<file path="src/rtl/sr_cmd_pkg.sv">
// Shared types and helpers for the SR command generator.
// No logic of its own; zero latency.
// No flow control; pure declarations.
package sr_cmd_pkg;

    typedef enum logic [1:0] {
        IDLE = 2'd0,
        FIRE = 2'd1,
        HOLD = 2'd2
    } state_t;

    localparam logic SEL_S = 1'b0;
    localparam logic SEL_R = 1'b1;

    // Bits needed for a counter whose largest value is n-1 (never below 1 bit).
    function automatic int cnt_width(input int n);
        return (n > 2) ? $clog2(n) : 1;
    endfunction

endpackage

</file>
<file path="src/rtl/sr_debounce.sv">
// Two-flop synchronizer plus debounce filter; emits a one-cycle pulse on an accepted 0->1 level.
// rise is registered: it fires DEBOUNCE_CYCLES+1 edges after the first edge that samples din=1.
// No backpressure; a new level must hold DEBOUNCE_CYCLES consecutive cycles to be accepted.
module sr_debounce
    import sr_cmd_pkg::*;
#(
    parameter int DEBOUNCE_CYCLES = 16
) (
    input  logic clk,
    input  logic rst,
    input  logic din,
    output logic rise
);

    localparam int CW = cnt_width(DEBOUNCE_CYCLES);
    localparam logic [CW-1:0] CNT_LAST = CW'(DEBOUNCE_CYCLES - 1);

    logic          sync1;
    logic          sync2;
    logic          stable;
    logic [CW-1:0] cnt;

    // Bring the asynchronous input into the clk domain.
    always_ff @(posedge clk or posedge rst) begin
        if (rst) begin
            sync1 <= 1'b0;
            sync2 <= 1'b0;
        end else begin
            sync1 <= din;
            sync2 <= sync1;
        end
    end

    // Accept a new level only after it has been seen DEBOUNCE_CYCLES cycles in a row.
    always_ff @(posedge clk or posedge rst) begin
        if (rst) begin
            stable <= 1'b0;
            cnt    <= '0;
            rise   <= 1'b0;
        end else begin
            rise <= 1'b0;
            if (sync2 == stable) begin
                cnt <= '0;
            end else if (cnt == CNT_LAST) begin
                stable <= sync2;
                cnt    <= '0;
                rise   <= sync2;
            end else begin
                cnt <= cnt + 1'b1;
            end
        end
    end

endmodule

</file>
<file path="src/rtl/sr_cmd_gen.sv">
// Turns raw set/clear requests into registered, mutually exclusive single-cycle S/R pulses.
// Pulse starts DEBOUNCE_CYCLES+4 edges after raw is first sampled high (FSM idle).
// No backpressure; one-deep pending flag per side, pulses spaced by HOLDOFF_CYCLES idle cycles.
// Optional SR_CONFLICT_CNT_EN adds conflict_cnt, a saturating 8-bit conflict counter.
module sr_cmd_gen
    import sr_cmd_pkg::*;
#(
    parameter int DEBOUNCE_CYCLES = 16,
    parameter int HOLDOFF_CYCLES  = 4,
    parameter int R_PRIORITY      = 1
) (
    input  logic       clk,
    input  logic       rst,
    input  logic       set_req_raw,
    input  logic       clr_req_raw,
    output logic       S,
    output logic       R,
    output logic       conflict,
    output logic       busy
`ifdef SR_CONFLICT_CNT_EN
    ,
    output logic [7:0] conflict_cnt
`endif
);

    // S/R are registered one cycle after FIRE, and that register stage already
    // contributes one idle output cycle, so HOLD itself lasts HOLDOFF_CYCLES-1
    // cycles to make the pulse-to-pulse gap exactly HOLDOFF_CYCLES.
    localparam int HW = cnt_width(HOLDOFF_CYCLES);
    localparam logic [HW-1:0] HOLD_LAST = HW'((HOLDOFF_CYCLES > 1) ? HOLDOFF_CYCLES - 2 : 0);
    localparam logic PRIO_SEL = (R_PRIORITY != 0) ? SEL_R : SEL_S;

    logic          set_rise;
    logic          clr_rise;
    logic          pend_s;
    logic          pend_r;
    logic          clr_s;
    logic          clr_r;
    state_t        state_q;
    state_t        state_d;
    logic          sel_q;
    logic          sel_d;
    logic          conf_q;
    logic          conf_d;
    logic          s_d;
    logic          r_d;
    logic          conflict_d;
    logic [HW-1:0] hold_cnt;

    sr_debounce #(.DEBOUNCE_CYCLES(DEBOUNCE_CYCLES)) u_set_db (
        .clk  (clk),
        .rst  (rst),
        .din  (set_req_raw),
        .rise (set_rise)
    );

    sr_debounce #(.DEBOUNCE_CYCLES(DEBOUNCE_CYCLES)) u_clr_db (
        .clk  (clk),
        .rst  (rst),
        .din  (clr_req_raw),
        .rise (clr_rise)
    );

    // One-deep request flags; a new rise in the same cycle as the clear is kept.
    always_ff @(posedge clk or posedge rst) begin
        if (rst) begin
            pend_s <= 1'b0;
            pend_r <= 1'b0;
        end else begin
            pend_s <= (pend_s & ~clr_s) | set_rise;
            pend_r <= (pend_r & ~clr_r) | clr_rise;
        end
    end

    // State, selection and registered pulse outputs.
    always_ff @(posedge clk or posedge rst) begin
        if (rst) begin
            state_q  <= IDLE;
            sel_q    <= SEL_S;
            conf_q   <= 1'b0;
            S        <= 1'b0;
            R        <= 1'b0;
            conflict <= 1'b0;
        end else begin
            state_q  <= state_d;
            sel_q    <= sel_d;
            conf_q   <= conf_d;
            S        <= s_d;
            R        <= r_d;
            conflict <= conflict_d;
        end
    end

    // Hold-off timer runs only while in HOLD.
    always_ff @(posedge clk or posedge rst) begin
        if (rst) begin
            hold_cnt <= '0;
        end else if (state_q == HOLD) begin
            hold_cnt <= hold_cnt + 1'b1;
        end else begin
            hold_cnt <= '0;
        end
    end

    // Next-state, side selection and pulse decode.
    always_comb begin
        state_d    = state_q;
        sel_d      = sel_q;
        conf_d     = conf_q;
        clr_s      = 1'b0;
        clr_r      = 1'b0;
        s_d        = 1'b0;
        r_d        = 1'b0;
        conflict_d = 1'b0;
        case (state_q)
            IDLE: begin
                if (pend_s || pend_r) begin
                    state_d = FIRE;
                    if (pend_s && pend_r) begin
                        sel_d  = PRIO_SEL;
                        conf_d = 1'b1;
                    end else begin
                        sel_d  = pend_r ? SEL_R : SEL_S;
                        conf_d = 1'b0;
                    end
                end
            end
            FIRE: begin
                s_d        = (sel_q == SEL_S);
                r_d        = (sel_q == SEL_R);
                conflict_d = conf_q;
                clr_s      = (sel_q == SEL_S);
                clr_r      = (sel_q == SEL_R);
                state_d    = HOLD;
            end
            HOLD: begin
                if (hold_cnt == HOLD_LAST) begin
                    state_d = IDLE;
                end
            end
            default: begin
                state_d = IDLE;
            end
        endcase
    end

    assign busy = (state_q != IDLE) || pend_s || pend_r;

`ifdef SR_CONFLICT_CNT_EN
    // Saturating count of conflict pulses.
    always_ff @(posedge clk or posedge rst) begin
        if (rst) begin
            conflict_cnt <= 8'd0;
        end else if (conflict && (conflict_cnt != 8'hFF)) begin
            conflict_cnt <= conflict_cnt + 8'd1;
        end
    end
`endif

endmodule
</file>
<file path="config.mk">
export PLATFORM = sky130hd
export DESIGN_NAME = sr_cmd_gen
export DESIGN_NICKNAME = d
export VERILOG_FILES = /design/src/rtl/sr_cmd_pkg.sv /design/src/rtl/sr_debounce.sv /design/src/rtl/sr_cmd_gen.sv
export SDC_FILE = /design/constraint.sdc
export NUM_CORES = 1
export LEC_CHECK = 0
export ABC_AREA = 1
export CORE_ASPECT_RATIO = 1.1
export CORE_UTILIZATION = 49
export DETAILED_ROUTE_END_ITERATION = 6
export PLACE_DENSITY = 0.75
export SLEW_MARGIN = 40
export SYNTH_ARGS = -nofsm -noshare
export SYNTH_HDL_FRONTEND = slang
export SYNTH_SLANG_ARGS = --single-unit
</file>
<file path="constraint.sdc">
create_clock -name clk -period 1 [get_ports clk]
set_input_delay 0.2 -clock clk [delete_from_list [all_inputs] [get_ports clk]]
set_output_delay 0.2 -clock clk [all_outputs]
set_load 0.05 [all_outputs]
</file>
==> metrics.md <==
| Metric | Value |
|---|---|
| Outcome | `finished, violations left` |
| Failing checks | `setup timing` |
| Nets | `about 140` |
| Post-synthesis sequential area ratio | `0.652` |
| Crit-path leading delay family | `flip-flops` |
| Combinational group share of total power | `0.104` |
| HPWL after DPL | `~1200 um` |
| Seq pwr share | `0.641` |
| Peak supply drop | `1.03 mV` |
| Req. time, crit path | `800 ps` |
| CP Depth | `3` |
| Switch share | `0.238` |
| Final setup violation count | `6` |
| Final total power | `between 1.5 and 2 mW` |
| Buf+Inv Stages, Crit Path | `2` |
| Largest net degree at the start of global routing | `28` |
| Primary FF master, synth | `dfrtp_1` |
| Cell Area, Synth | `slightly above 1000 sq um` |
| Vias in the first global route | `679` |
| Area grow syn2layout | `39.9%` |
| Most common cell in the netlist | `dfrtp_1` |
| Cts hold-fix bufs | `0` |
| First-pass iteration count of the detailed router | `4` |
| GRT Resource Usage Total | `0.156` |
| Type of the tightest min-delay check | `in -> async` |
| Worst Path Max Fanout | `3` |
| Grt ovf | `0` |
| Worst r2r dst | `conf_q` |
| FF-to-FF Start | `state_q[0]` |
| Clock power frac | `0.255` |
| Die Wd | `about 46 um` |
| Wire length per cell | `between 10 and 15 um` |
| DRT iter0 DRCs | `7` |
| First-pass GRT wire length | `approximately 2600 um` |
| Ys async rst share | `1.00` |
| CTS tree | `built` |
| Initial antenna violation count | `0` |
| Final min period | `1330 ps` |
| Clock Root Buffer | `clkbuf_4` |
| Synth Net Count | `approximately 110` |
| R2R setup slack | `-60 ps` |
| Synthesized instance count | `between 100 and 150` |
| Core area | `~2000 sq um` |
| DP Cell Count | `about 150` |
| Cell-by-cell trace of the critical path | `inv_1, nand3_4, buf_6` |
| Critical path's largest stage delay | `between 400 and 500 ps` |
| GP Congestion | `approximately 0.81` |
| Clock slew at reported path FFs | `140 ps` |
| Seq cells post-synth | `27` |
| Cell Count, Final, Fillers Out | `approximately 160` |
| Synth area leader | `dfrtp_1` |
| Placed Area | `~1300 sq um` |
| Mean Syn Cell Area | `approximately 9.9 sq um` |
| Fin. Hold Viols | `0` |
| Antenna Cells | `0` |
| Distinct cell type count after synthesis | `14` |
| Synth area leaders | `dfrtp_1, inv_1, nand2_1` |
| Fin crit share | `1.33` |
| Drt drc | `0` |
| Crit. Startpoint | `pend_s` |
| # IOs | `8` |
| PwrDens | `1250 nW/um^2` |
| Die outline height | `50.2 um` |
| Rel. slew slack | `0.803` |
| Switch Pwr | `~430 uW` |
| EDFF count, synth | `0` |
| Warnings from Yosys | `0` |
| Drt total wl | `1780 um` |
| IO Port Bufs | `7` |
| Worst-Margin Slew | `just under 300 ps` |
| Post-route cell area | `around 1400 sq um` |
| Path depth of the worst reg2reg path | `6` |
| Worst setup SP type | `flop` |
| Setup ws final | `-332 ps` |
| Layout cells sized above 1 | `0.359` |
| Clk sinks | `27` |
| CP Capture Type | `output port` |
| Via count | `about 750` |
| TritonCTS Buffers | `3` |
| Power Internal | `~1.4 mW` |
| Synth top area share | `0.652` |
| WS Path Type | `reg -> out` |
| Fmax | `~750 MHz` |
| Leakage power | `0.732 nW` |
| Synth cell count leaders | `dfrtp_1, inv_1, nand2_1` |
| CTS max path bufs | `2` |
| Htree depth | `1` |
| Starting Density | `0.518` |
| Clock Skew | `about 6.7 ps` |
| Worst-Skew Late Latency | `320 ps` |
| Utilization after layout | `0.725` |
| Vias per cell | `about 4.8` |
| Max Slew Vio Count | `0` |
| Unrepaired setup endpoints after global routing | `true` |
| Max-cap violations | `0` |
| Total Die Area | `between 2000 and 2500 sq um` |
| Rows | `17` |
| CP arrival | `between 1000 and 1500 ps` |
| Antenna Nets Post-Route | `0` |
| Crit-path slowest cell | `dfrtp_1` |
| Worst setup endpoint | `busy` |
-- stage by stage --
stage                     setup slack [ps]  setup TNS [ps]  hold WS (ps)
final                                 -332            -724           183
after global routing                  -377           -1210           189
after CTS                             -322            -625           190
after detailed placement             -76.0            -172           342
after global placement               -4.64           -4.65           332
after floorplan                       8.26               0           231
-- flip-flops by register name, summed over array words and instances (netlist names) --
register / flops
R: 1
S: 1
conf_q: 1
conflict: 1
hold_cnt: 2
pend_r: 1
pend_s: 1
sel_q: 1
state_q: 2
u_clr_db.cnt: 4
u_clr_db.rise: 1
u_clr_db.stable: 1
u_clr_db.sync1: 1
u_clr_db.sync2: 1
u_set_db.cnt: 4
u_set_db.rise: 1
u_set_db.stable: 1
u_set_db.sync1: 1
u_set_db.sync2: 1
-- cells by family (layout without fill, tap and decap cells) --
logic type,count (synthesis),after routing,synth area share
AOI/OAI and AO/OA,6,6,0.0374
adders and majority gates,3,3,0.0362
buffers and inverters,20,43,0.0725
DFF,27,27,0.652
and+or+nand+nor,49,49,0.202
-- how the worst min path moves through the flow --
stage / from / end / slack (ps) / cells past startpoint
CTS: rst / u_set_db.sync1 / 190 / 3
global route: rst / u_set_db.sync1 / 190 / 3
detailed placement: u_clr_db.sync1 / u_clr_db.sync2 / 340 / 0
floorplan: clr_req_raw / u_clr_db.sync1 / 230 / 0
finish: rst / u_set_db.sync1 / 180 / 3
global placement: u_set_db.sync1 / u_set_db.sync2 / 330 / 0
-- area by class of cell --
cell class	instances	area (sq um)
flip-flops and latches	27	676
fillers	141	551
multi-input cells	58	429
repair buffers	19	208
inverters	20	75.1
well taps	28	35.0
clock buffers	4	26.3
-- cells in the final DEF, fill, tap and decap left out, types with 2 or more instances in the layout --
cell / n
dfrtp_1: 27
inv_1: 18
nand2_1: 17
buf_4: 10
nor2_1: 9
nand3_4: 4
o21ai_2: 4
nor2_2: 4
buf_12: 4
nand2_2: 3
nor2_4: 3
clkbuf_4: 3
clkdlybuf4s50_1: 3
inv_2: 2
nand3_1: 2
nor3_2: 2
nand3_2: 2
o21bai_1: 2
nand4_1: 2
ha_4: 2
buf_6: 2
-- per-layer routing --
layer  share of wire  track usage
met1            0.44        0.168
met2            0.51        0.277
met5               0            0
met3           0.024       0.0324
met4           0.021       0.0735
-- power groups by stage --
stage          sequential [mW]  clock (mW)  combinational, mW
3_5_place_dp              1.17           0              0.142
6_report                  1.16       0.460              0.188
2_1_floorplan             1.17           0             0.0747
5_1_grt                   1.16       0.521              0.214
4_1_cts                   1.15       0.462              0.154
3_3_place_gp              1.16           0              0.137
-- timing repair --
action	4_1_cts	5_1_grt
cloned	0	0
gates resized for setup	7	28
pin swaps	3	10
setup endpoints to repair	12	21
buffers inserted	2	3
-- tightest hold or removal path, cell delays in order --
cell	delay (ps)
clkdlybuf4s50_1	390
inv_1	90
buf_12	190
Power figures use the tool's default switching activity.
